$ cat config.mk
export PLATFORM = sky130hd
export DESIGN_NAME = mem_port_arbiter_flat
export DESIGN_NICKNAME = d
export VERILOG_FILES = /design/src/rtl/arb_pkg.sv /design/src/rtl/mem_port_arbiter_if.sv /design/src/rtl/arb_priority.sv /design/src/rtl/mem_port_arbiter.sv /design/src/flat_wrapper.sv
export SDC_FILE = /design/constraint.sdc
export NUM_CORES = 1
export LEC_CHECK = 0
export ABC_AREA = 1
export BUFFER_PORTS_ARGS = -buffer_cell sky130_fd_sc_hd__buf_2
export CAP_MARGIN = 20
export CORE_ASPECT_RATIO = 1.5
export CORE_MARGIN = 3
export CORE_UTILIZATION = 48
export DETAILED_ROUTE_END_ITERATION = 10
export PLACE_DENSITY = 0.83
export SYNTH_ARGS = -nofsm -noshare
export SYNTH_HDL_FRONTEND = slang
export SYNTH_SLANG_ARGS = --single-unit
$ cat constraint.sdc
create_clock -name clk -period 1.7 [get_ports clk]
set_clock_uncertainty 0.15 [all_clocks]
set_input_delay 0.17 -clock clk [delete_from_list [all_inputs] [get_ports clk]]
set_output_delay 0.17 -clock clk [all_outputs]
set_load 0.02 [all_outputs]
$ cat src/rtl/arb_pkg.sv
// rtl/arb_pkg.sv - shared types and constants for the memory port arbiter
// Contents: arbiter state enum, grant-id constants, rdata value returned on timeout.
package arb_pkg;

  typedef enum logic [2:0] {
    IDLE,
    BUSY_IF,
    BUSY_DM,
    DONE_IF,
    DONE_DM
  } arb_state_t;

  localparam logic GNT_IF = 1'b0;
  localparam logic GNT_DM = 1'b1;

  // Read data handed back when a transaction is aborted by the watchdog
  // (and for stores, whose captured data has no meaning).
  localparam int ERR_RDATA = 0;

endpackage

$ cat src/rtl/mem_port_arbiter_if.sv
// rtl/mem_port_arbiter_if.sv - request/acknowledge bus to the unified memory
// Signals: mem_req/mem_we/mem_addr/mem_wdata (arbiter to memory),
//          mem_rdata/mem_ack (memory to arbiter).
// Modports: master = arbiter side, slave = memory side.
interface mem_port_arbiter_if #(
  parameter int AW = 32,
  parameter int DW = 32
) ();

  logic          mem_req;
  logic          mem_we;
  logic [AW-1:0] mem_addr;
  logic [DW-1:0] mem_wdata;
  logic [DW-1:0] mem_rdata;
  logic          mem_ack;

  modport master (
    output mem_req, mem_we, mem_addr, mem_wdata,
    input  mem_rdata, mem_ack
  );

  modport slave (
    input  mem_req, mem_we, mem_addr, mem_wdata,
    output mem_rdata, mem_ack
  );

endinterface

$ cat src/rtl/arb_priority.sv
// rtl/arb_priority.sv - combinational grant selection between fetch and data ports
// Ports: if_req, dm_req, starve_full (in); gnt_id, gnt_valid (out).
module arb_priority
  import arb_pkg::*;
(
  input  logic if_req,
  input  logic dm_req,
  input  logic starve_full,
  output logic gnt_id,
  output logic gnt_valid
);

  // DM normally wins so the older instruction completes first; once DM has
  // won DM_MAX times in a row against a waiting fetch, IF takes the slot.
  always_comb begin
    gnt_valid = if_req | dm_req;
    gnt_id    = (dm_req && !(if_req && starve_full)) ? GNT_DM : GNT_IF;
  end

endmodule

$ cat src/rtl/mem_port_arbiter.sv
// rtl/mem_port_arbiter.sv - shares one variable-latency memory between IF and DM requesters
// Ports: clk, initPC_n (async active-low reset);
//        IF side: if_req, if_addr in; if_rdata, if_ready out;
//        DM side: dm_req, dm_we, dm_addr, dm_wdata in; dm_rdata, dm_ready out;
//        mem: memory bus (master modport); err: sticky latency-timeout flag.
module mem_port_arbiter
  import arb_pkg::*;
#(
  parameter int AW      = 32,
  parameter int DW      = 32,
  parameter int DM_MAX  = 4,
  parameter int TIMEOUT = 16
) (
  input  logic                 clk,
  input  logic                 initPC_n,
  input  logic                 if_req,
  input  logic [AW-1:0]        if_addr,
  output logic [DW-1:0]        if_rdata,
  output logic                 if_ready,
  input  logic                 dm_req,
  input  logic                 dm_we,
  input  logic [AW-1:0]        dm_addr,
  input  logic [DW-1:0]        dm_wdata,
  output logic [DW-1:0]        dm_rdata,
  output logic                 dm_ready,
  mem_port_arbiter_if.master   mem,
  output logic                 err
);

  localparam int SW = $clog2(DM_MAX + 1);
  localparam int WW = $clog2(TIMEOUT);
  localparam logic [SW-1:0] STARVE_MAX = SW'(DM_MAX);
  localparam logic [WW-1:0] WAIT_LAST  = WW'(TIMEOUT - 1);

  arb_state_t    state;
  logic [SW-1:0] starve_cnt;
  logic [WW-1:0] wait_cnt;
  logic          gnt_id;
  logic          gnt_valid;

  arb_priority u_priority (
    .if_req      (if_req),
    .dm_req      (dm_req),
    .starve_full (starve_cnt == STARVE_MAX),
    .gnt_id      (gnt_id),
    .gnt_valid   (gnt_valid)
  );

  always_ff @(posedge clk or negedge initPC_n) begin
    if (!initPC_n) begin
      state         <= IDLE;
      starve_cnt    <= '0;
      wait_cnt      <= '0;
      mem.mem_req   <= 1'b0;
      mem.mem_we    <= 1'b0;
      mem.mem_addr  <= '0;
      mem.mem_wdata <= '0;
      if_rdata      <= '0;
      if_ready      <= 1'b0;
      dm_rdata      <= '0;
      dm_ready      <= 1'b0;
      err           <= 1'b0;
    end else begin
      // Ready outputs are single-cycle pulses raised only on the BUSY->DONE edge.
      if_ready <= 1'b0;
      dm_ready <= 1'b0;

      case (state)
        IDLE: begin
          if (gnt_valid) begin
            mem.mem_req <= 1'b1;
            wait_cnt    <= '0;
            if (gnt_id == GNT_DM) begin
              state         <= BUSY_DM;
              mem.mem_we    <= dm_we;
              mem.mem_addr  <= dm_addr;
              mem.mem_wdata <= dm_wdata;
              if (if_req) begin
                if (starve_cnt != STARVE_MAX) starve_cnt <= starve_cnt + 1'b1;
              end else begin
                starve_cnt <= '0;
              end
            end else begin
              state         <= BUSY_IF;
              mem.mem_we    <= 1'b0;
              mem.mem_addr  <= if_addr;
              mem.mem_wdata <= '0;
              starve_cnt    <= '0;
            end
          end else begin
            // No request at all implies if_req=0, so fetch is not waiting.
            starve_cnt <= '0;
          end
        end

        BUSY_IF, BUSY_DM: begin
          // An ack in the last allowed cycle still counts as a success.
          if (mem.mem_ack || (wait_cnt == WAIT_LAST)) begin
            mem.mem_req <= 1'b0;
            if (!mem.mem_ack) err <= 1'b1;
            if (state == BUSY_IF) begin
              state    <= DONE_IF;
              if_ready <= 1'b1;
              if_rdata <= mem.mem_ack ? mem.mem_rdata : DW'(ERR_RDATA);
            end else begin
              state    <= DONE_DM;
              dm_ready <= 1'b1;
              dm_rdata <= (mem.mem_ack && !mem.mem_we) ? mem.mem_rdata : DW'(ERR_RDATA);
            end
          end else begin
            wait_cnt <= wait_cnt + 1'b1;
          end
        end

        // DONE states last one cycle; new requests are only looked at in IDLE,
        // which keeps a renewed same-port request from being granted twice.
        default: state <= IDLE;
      endcase
    end
  end

endmodule

$ cat src/flat_wrapper.sv
// flat-port wrapper written by rule: the top's interface ports become plain ports
module mem_port_arbiter_flat import arb_pkg::*;
#(
  parameter int AW      = 32,
  parameter int DW      = 32,
  parameter int DM_MAX  = 4,
  parameter int TIMEOUT = 16
)
  (clk, initPC_n, if_req, if_addr, if_rdata, if_ready, dm_req, dm_we, dm_addr, dm_wdata, dm_rdata, dm_ready, err, mem_mem_req, mem_mem_we, mem_mem_addr, mem_mem_wdata, mem_mem_rdata, mem_mem_ack);
  mem_port_arbiter_if #(.AW(AW), .DW(DW)) mem_i ();
  input  logic clk;
  input  logic initPC_n;
  input  logic if_req;
  input  logic [AW-1:0] if_addr;
  output logic [DW-1:0] if_rdata;
  output logic if_ready;
  input  logic dm_req;
  input  logic dm_we;
  input  logic [AW-1:0] dm_addr;
  input  logic [DW-1:0] dm_wdata;
  output logic [DW-1:0] dm_rdata;
  output logic dm_ready;
  output logic err;
  output wire logic [$bits(mem_i.mem_req)-1:0] mem_mem_req;
  output wire logic [$bits(mem_i.mem_we)-1:0] mem_mem_we;
  output wire logic [$bits(mem_i.mem_addr)-1:0] mem_mem_addr;
  output wire logic [$bits(mem_i.mem_wdata)-1:0] mem_mem_wdata;
  input wire logic [$bits(mem_i.mem_rdata)-1:0] mem_mem_rdata;
  input wire logic [$bits(mem_i.mem_ack)-1:0] mem_mem_ack;
  assign mem_mem_req = mem_i.mem_req;
  assign mem_mem_we = mem_i.mem_we;
  assign mem_mem_addr = mem_i.mem_addr;
  assign mem_mem_wdata = mem_i.mem_wdata;
  assign mem_i.mem_rdata = mem_mem_rdata;
  assign mem_i.mem_ack = mem_mem_ack;
  mem_port_arbiter #(.AW(AW), .DW(DW), .DM_MAX(DM_MAX), .TIMEOUT(TIMEOUT)) u_core (.clk(clk), .initPC_n(initPC_n), .if_req(if_req), .if_addr(if_addr), .if_rdata(if_rdata), .if_ready(if_ready), .dm_req(dm_req), .dm_we(dm_we), .dm_addr(dm_addr), .dm_wdata(dm_wdata), .dm_rdata(dm_rdata), .dm_ready(dm_ready), .mem(mem_i), .err(err));
endmodule
-- Word-level counts from Yosys, hierarchy flattened
Cells that the tools add are included.
- add/sub/neg operators: 2
- eq/ne operators: 9
- multiplexer cells: 27
- bitwise operators: 3
- reduce and logical (&&, ||, !) cells: 17
- operators by type and width (cell ; count):
    2-to-1 mux 32 bit ; 4
    2-to-1 mux 3 bit ; 7
    AND reduction 3 bit ; 5
    2-to-1 mux 1 bit ; 10
    2-to-1 mux 4 bit ; 2
    case mux 4 bit (2 select lines) ; 1
    case mux 3 bit (2 select lines) ; 1
    AND reduction 2 bit ; 3
    adder 4 x 1 -> 4 bit (second input constant) ; 1
    equality test 4 bit (second input constant) ; 1
    inequality test 2 x 1 -> 1 bit (second input constant) ; 2
    inequality test 4 bit (second input constant) ; 1
    adder 3 x 1 -> 3 bit (second input constant) ; 1
    equality test 3 x 1 -> 1 bit (second input constant) ; 1
    equality test 3 x 2 -> 1 bit (second input constant) ; 1
    equality test 3 bit (second input constant) ; 1
    logical AND 1 bit ; 3
    zero test 3 bit ; 1
    inequality test 3 bit (second input constant) ; 1
    zero test 1 bit ; 2
    2-to-1 mux 2 bit ; 1
    inequality test 2 bit (second input constant) ; 1
    inverter 1 bit ; 2
    case mux 1 bit (2 select lines) ; 1
    4 further kinds ; 4
- bits in registers: 143
- input port bits: 134
- output and inout port bits: 133
- word-level logic and storage cells: 70

-- Logic depth before layout (Yosys ltp)
Gate-level depths: netlist (run 1).
- depth after elaboration: 8
- mapped depth: 9
- mapped depth without buffers: 8

-- Hierarchy
Synthesis (run 1) repeated with hierarchy kept, for this count alone.
- cells, all modules: 699
- area, all modules: 6143.4 um^2
- by module, submodules not included (module ; times used ; cells each ; area an instance (um^2) ; seq. area each (um^2)):
    mem_port_arbiter ; 1 ; 696 ; 6128.4 ; 3578.4
    arb_priority ; 1 ; 3 ; 15.0 ; 0.0

-- Least setup slack after synthesis (run 1)
Ideal clock, no wire load.
- kind: register to register
- from: reg u_core.wait_cnt[0]
- to: reg u_core.if_rdata[23]
- library setup time: 0.066 ns
- data arrival time: 1.299 ns
- required time: 1.484 ns
- setup slack: 0.185 ns
- cell stages (with the launch flop): 8
- path buffers: 1
- period minus slack after synthesis: 1.515 ns
- cells stage by stage: dfrtp_1 -> ha_1 -> nand3_1 -> nand2_2 -> inv_4 -> clkbuf_1 -> o21ai_0 -> nand2_1
- word-level cells in the longest chain between the ends: 3
- ends and longest elaborated chain (item ; RTL line ; source):
    start: declaration ; mem_port_arbiter.sv:37 ; logic [WW-1:0] wait_cnt;
    start signal: assignment ; mem_port_arbiter.sv:111 ; wait_cnt <= wait_cnt + 1'b1;
    equality test 4 bit ; mem_port_arbiter.sv:98 ; if (mem.mem_ack || (wait_cnt == WAIT_LAST)) begin
    logical OR 1 bit ; mem_port_arbiter.sv:98 ;
    AND reduction 3 bit (no line) ; -- ;
    end signal: assignment ; mem_port_arbiter.sv:104 ; if_rdata <= mem.mem_ack ? mem.mem_rdata : DW'(ERR_RDATA);
    end: declaration ; mem_port_arbiter.sv:18 ; output logic [DW-1:0] if_rdata,
No other way between the ends.
A chain may end at the register's enable or synchronous reset.

-- Worst setup path in the final report (run 1)
- from: reg u_core.starve_cnt[1]
- to: reg u_core.mem.mem_addr[22]
- word-level cells in the longest chain between the ends: 6
- ends and longest elaborated chain (item ; RTL line ; source):
    start: declaration ; mem_port_arbiter.sv:36 ; logic [SW-1:0] starve_cnt;
    start signal: assignment ; mem_port_arbiter.sv:79 ; if (starve_cnt != STARVE_MAX) starve_cnt <= starve_cnt + 1'b1;
    equality test 3 bit ; mem_port_arbiter.sv:44 ; .starve_full (starve_cnt == STARVE_MAX),
    logical AND 1 bit ; arb_priority.sv:17 ; gnt_id = (dm_req && !(if_req && starve_full)) ? GNT_DM : GNT_IF;
    zero test 1 bit ; arb_priority.sv:17 ;
    logical AND 1 bit ; arb_priority.sv:17 ;
    2-to-1 mux 1 bit ; arb_priority.sv:17 ;
    2-to-1 mux 32 bit ; mem_port_arbiter.sv:73 ; if (gnt_id == GNT_DM) begin
    end signal: assignment ; mem_port_arbiter.sv:76 ; mem.mem_addr <= dm_addr;
    end signal: assignment ; mem_port_arbiter.sv:86 ; mem.mem_addr <= if_addr;
    end: declaration ; mem_port_arbiter_if.sv:18 ; output mem_req, mem_we, mem_addr, mem_wdata,
No other way between the ends.

==> key figures, run 1 <==
Status
  • Status: finished clean

STA
  • Count of final hold-check violations: 0
  • Setup TNS: 0 ns
  • Slew Limit Fails: 0
  • Slew HR: 0.737
  • Tcrit/Tclk final: 0.996
  • Worst Tran Pin Value: approximately 0.39 ns
  • Final critical-path required period: about 1.7 ns
  • Final setup fails: 0
  • Achievable frequency: between 500 and 600 MHz

Placed design
  • Port Buffers: between 200 and 300
  • Final Wtd Congestion: 0.853
  • Post-DP Area: 7820 um2
  • HPWL Detailed: 12200 um

Worst hold path
  • Min-delay worst type: input port to asynchronous set/reset pin

Floorplan
  • Site Rows: 50
  • Die Area: 14400 um2
  • Core area: between 10000 and 15000 um2
  • Die H: around 150 um
  • Die width: 99.0 um
  • Initial Util: 0.496
  • I/O pin count: around 270

Global routing
  • Largest net degree at the start of global routing: 54
  • Global-route wire length before repair: 35200 um
  • Antenna violations before repair: 1
  • Gr usage total: 0.307
  • Vias in the first global route: between 7000 and 8000
  • Total grt overflow: 0

Worst setup path
  • Worst setup path start: u_core.starve_cnt[1]
  • R2R setup slack: about 0.0076 ns
  • WS Path Type: register to register
  • Critical Path Sink: u_core.mem.mem_addr[22]
  • Crit path max fanout: 13
  • R2R Path End: u_core.mem.mem_addr[22]
  • Arr. time, crit path: ~1.8 ns
  • RR Startpoint: u_core.starve_cnt[1]
  • Crit. End Element: register
  • CP required: about 1.8 ns
  • Worst R2R Path Depth: 7
  • Worst setup SP type: register

Synthesis
  • Yosys Warn Count: 0
  • Flops & latches, synth: 143
  • Post-synthesis instance area: 6230 um2
  • Post-Synthesis Cells: about 700
  • FFs w/ async S/R, synth: 1.00
  • Count of unique library cells instantiated by Yosys: 26
  • Post-synth EDFFs: 0
  • Main synth FF type: dfrtp_1
  • Top cells by area, synth: dfrtp_1 57%, nand2_1 15%, nand3_1 5.9%
  • Commonest cells in the netlist: 248 x nand2_1, 143 x dfrtp_1, 74 x nand3_1
  • Sequential fraction of the synthesis area: 0.574
  • Synth top area share: 0.574
  • Synthesized Nets: between 800 and 900
  • Most numerous cell in the Yosys netlist: nand2_1
  • Largest area contributor in the netlist: dfrtp_1
  • Syn avg cell area: between 8 and 9 um2

Clock network
  • Num CTS Buffers: 17
  • Sink Count: roughly 140
  • Htree depth: 4
  • CTS tree: yes
  • Clk root buf: clkbuf_16
  • Worst-case clock buffer depth: 2
  • Worst skew pair latency: approximately 0.41 ns
  • Clk slew on worst S/H paths: 0.06 ns

Route
  • Via density: 5.40
  • Pre-antenna DRT Iters: 8
  • Via count: roughly 7000
  • WL final: between 20000 and 25000 um
  • WL/cell: 18.2 um
  • Post-route ant nets: 0
  • DR iter-0 viols: 502
  • Remaining DRCs: 0

Pwr
  • Max VDD drop: ~0.91 mV
  • PwrDens: between 1500 and 2000 nW/um2
  • Leakage: between 0.005 and 0.006 uW

Final layout
  • Fillers: 710
  • Layout Cell Area excl Fill: between 10000 and 15000 um2
  • Nets: 1270
  • Layout cells sized above 1: 0.317
  • Footprint of the multi-input gates: between 2000 and 2500 um2
  • Seq. cell area: about 3600 um2
  • Area Growth Syn to Fin: 61.0%

Run
  • Max-cap violations: 0
-- worst min-delay path by stage --
stage	endpoint	slack (ns)	cells after the start
2_1_floorplan	u_core.dm_rdata[0]	-0.28	0
3_3_place_gp	u_core.dm_rdata[25]	-0.10	1
3_5_place_dp	u_core.dm_rdata[25]	-0.10	1
4_1_cts	u_core.dm_rdata[25]	0.03	2
5_1_grt	u_core.if_rdata[18]	0.06	2
6_report	u_core.dm_rdata[25]	0.04	2
-- repair_timing --
action                                 4_1_cts  5_1_grt
pin swaps                                    2        8
setup buffers                                2        9
gates resized for setup                      4       12
endpoints found under the hold margin      275        0
cloned                                       2        8
setup endpoints to repair                   71       66
hold buffers                               132        0
-- state kept, by name, summed over array words and instances (netlist names), 3 cells and up --
name,count
u_core.if_rdata,32
u_core.starve_cnt,3
u_core.dm_rdata,32
u_core.mem.mem_wdata,32
u_core.state,3
u_core.wait_cnt,4
u_core.mem.mem_addr,32
-- per-stage QoR --
step	hold WS (ns)	util	std cells	total power (uW)	worst slack [ns]
floorplan	-0.276	-	714	9850	0.185
global placement	-0.104	0.622	1117	12300	-0.0700
detailed placement	-0.103	0.622	1117	12500	-0.120
CTS	0.0270	0.773	1282	16200	-0.00451
global route	0.0590	0.798	1300	17700	-0.0201
finish	0.0412	0.798	1301	16800	0.00763
-- layout make-up --
type / instances / area share
diodes: 2 / 0.000499
inverters: 78 / 0.0302
repair buffers: 440 / 0.323
clock buffers: 18 / 0.0428
multi-input cells: 453 / 0.218
well taps: 156 / 0.0194
flip-flops and latches: 143 / 0.357
clock inverters: 11 / 0.00960
-- logic make-up after synthesis --
kind of cell / count (synthesis) / share of synthesized area
buffers and inverters: 120 / 0.0851
AOI/OAI and AO/OA: 105 / 0.101
and+or+nand+nor: 342 / 0.233
DFF: 143 / 0.574
adders and majority gates: 3 / 0.00602
xor gates and xnor gates: 1 / 0.00141
-- critical path, stage by stage (launching register included) --
cell and delay (ns):
dfrtp_1 0.36, inv_1 0.08, ha_4 0.17, nand3_4 0.10
nand2_8 0.10, buf_6 0.19, o211ai_1 0.28, nand2_1 0.13
-- placed cells by master (no fill, tap or decap), types with 4 or more instances in the layout --
cell / count
clkinv_2: 5
inv_2: 5
dfrtp_1: 143
dlygate4sd3_1: 132
clkbuf_16: 22
buf_4: 20
o21ai_1: 22
nor2_4: 4
nand2_2: 4
o211ai_1: 32
o21ai_0: 46
nand3_1: 74
inv_1: 71
buf_6: 5
nand2_1: 247
buf_2: 265
buf_12: 13
nor2_1: 6
-- report_power, final --
group          switching (uW)  total, uW  internal, uW
Sequential                885       5740          4860
Combinational            4970       7700          2730
Clock                    1400       3390          1980
Total                    7260      16800          9560
-- metal layers --
layer,vias up,track usage,part of all wire
met1,3273,0.336,0.34
met5,-,0,0
li1,3123,-,-
met4,0,0.184,0.067
met3,136,0.0691,0.080
met2,490,0.534,0.52
(Power assumes the default switching activity.)
==> run 2, diff against run 1 <==
--- a/config.mk
+++ b/config.mk
@@ -13,6 +13,7 @@
 export CORE_UTILIZATION = 48
 export DETAILED_ROUTE_END_ITERATION = 10
 export PLACE_DENSITY = 0.83
+export REMOVE_ABC_BUFFERS = 1
 export SYNTH_ARGS = -nofsm -noshare
 export SYNTH_HDL_FRONTEND = slang
 export SYNTH_SLANG_ARGS = --single-unit
==> constraint.sdc (replaced) <==
create_clock -name clk -period 1.7 [get_ports clk]
set_clock_uncertainty 0.15 [all_clocks]
set_input_delay 0.17 -clock clk [delete_from_list [all_inputs] [get_ports clk]]
set_output_delay 0.17 -clock clk [all_outputs]
set_load 0.01 [all_outputs]
==> key figures, run 2 (same netlist as run 1, synthesis figures left out) <==
Status
  • Status: finished clean

Placed design
  • Final Wtd Congestion: 0.881
  • Pre-CTS setup slack: about 0.008 ns
  • Port Buffers: 266
  • Post-DP Area: 7820 um2
  • HPWL Detailed: ~12000 um

Clock network
  • Worst-case clock buffer depth: 2
  • Clk root buf: clkbuf_16
  • Clk slew on worst S/H paths: roughly 0.06 ns
  • Htree depth: 4
  • Worst skew pair latency: 0.40 ns
  • Num CTS Buffers: 17
  • CTS tree: yes
  • Sink Count: between 100 and 150

STA
  • Slew Limit Fails: 0
  • Slew HR: 0.733
  • Final critical-path required period: ~1.7 ns
  • Tcrit/Tclk final: 0.987
  • Setup ws final: about 0.022 ns
  • Final setup fails: 0
  • Count of final hold-check violations: 0
  • Worst Tran Pin Value: ~0.40 ns
  • RSZ-0062 raised after global routing: yes
  • Achievable frequency: 596 MHz
  • Setup TNS: 0 ns

Worst hold path
  • Hold Startpoint: mem_mem_ack
  • Min-delay worst type: input port to register
  • Hold Path Cell Cnt: 3
  • Endpoint, Worst Hold: u_core.err

Final layout
  • Layout Cell Area excl Fill: ~9800 um2
  • Fillers: approximately 780
  • Post-layout util: 0.779
  • Most frequent cells in the layout: 266 x buf_2, 247 x nand2_1, 143 x dfrtp_1
  • Layout cells sized above 1: 0.307
  • Nets: approximately 1300
  • Commonest non-fill, non-tap cell in the layout: buf_2
  • N_diodes: 0
  • Area Growth Syn to Fin: 57.1%

Worst setup path
  • R2R Path End: u_core.mem.mem_wdata[21]
  • Crit path max fanout: 36
  • Arr. time, crit path: about 1.8 ns
  • CP required: about 1.9 ns
  • Crit. End Element: register
  • Worst R2R Path Depth: 5
  • RR Startpoint: u_core.state[1]
  • Worst setup SP type: register
  • WS Path Type: register to register
  • R2R setup slack: 0.02 ns

Global routing
  • Antenna violations before repair: 0
  • Largest net degree at the start of global routing: 45
  • Gr usage total: 0.294
  • Total grt overflow: 0
  • Global-route wire length before repair: about 34000 um
  • Vias in the first global route: 7021

Route
  • DR iter-0 viols: roughly 350
  • Post-route ant nets: 0
  • Via density: about 5.3
  • Remaining DRCs: 0
  • Via count: just under 7000
  • WL/cell: roughly 17 um
  • WL final: ~22000 um
  • Pre-antenna DRT Iters: 5

Floorplan
  • Site Rows: 50
  • Core area: 12600 um2
  • Die width: between 90 and 100 um
  • Die Area: ~14000 um2
  • I/O pin count: roughly 270
  • Initial Util: 0.496
  • Die H: 146 um

Pwr
  • Leakage: approximately 0.0055 uW
  • Max VDD drop: around 0.86 mV
  • Final total power: 15500 uW
  • PwrDens: about 1600 nW/um2

Run
  • Max-cap violations: 0
==> run 2: cell types whose count changed in the layout (fill, tap and decap cells not counted), moves of 2 or more <==
cell	change
buf_4	-10
clkbuf_16	-4
clkinv_2	-4
inv_6	+4
inv_8	+3
o21ai_0	-3
o21ai_1	+3
buf_12	-2
buf_6	-2
diode_2	-2
nor2_4	-2
==> run 2: stage by stage <==
stage                     hold slack, ns  instances
after global routing              0.0121       1282
after global placement           -0.0599       1113
after detailed placement         -0.0565       1113
after floorplan                   -0.276        672
after CTS                         0.0107       1276
final                             0.0175       1282
==> run 2: timing repair <==
| action | in CTS | in global routing |
|---|---|---|
| endpoints found under the hold margin | 274 | 0 |
| hold buffers | 131 | 0 |
| setup endpoints to repair | 0 | 112 |
| gates resized for setup | 0 | 10 |
| setup buffers | 0 | 4 |
==> run 2: layout make-up <==
type,instances,area (um2),area share
Timing Repair Buffer,422,3000,0.306
Sequential cell,143,3580,0.365
Tap cell,156,195,0.0199
Clock inverter,14,145,0.0148
Clock buffer,18,439,0.0449
Inverter,78,303,0.0309
Multi-Input combinational cell,451,2130,0.218
==> run 2: report_power, final <==
part / switching (uW) / internal (uW)
clock network: 1540 / 2110
registers: 845 / 4850
logic: 3680 / 2460
total: 6070 / 9420
==> run 2: worst max-delay path: stages (launching register included) <==
cell and delay [ns]:
dfrtp_1 0.43, nor2_4 0.16, nand2_2 0.11, inv_4 0.11, nand3_4 0.31, o21ai_1 0.30
==> run 2: layer usage <==
metal | routed length, um | global-route usage
met1 | 7720 | 0.339
met2 | 11200 | 0.486
met3 | 1690 | 0.0710
met4 | 1180 | 0.184
met5 | 0 | 0
==> run 2: worst max-delay path by stage <==
stage | startpoint | endpoint | cells past startpoint
after floorplan | u_core.mem.mem_we | u_core.dm_rdata[0] | 3
after detailed placement | u_core.wait_cnt[1] | u_core.wait_cnt[0] | 8
after global routing | u_core.state[1] | u_core.mem.mem_wdata[29] | 5
after CTS | u_core.wait_cnt[1] | u_core.wait_cnt[0] | 8
final | u_core.state[1] | u_core.mem.mem_wdata[21] | 5
after global placement | u_core.state[1] | u_core.mem.mem_wdata[24] | 5
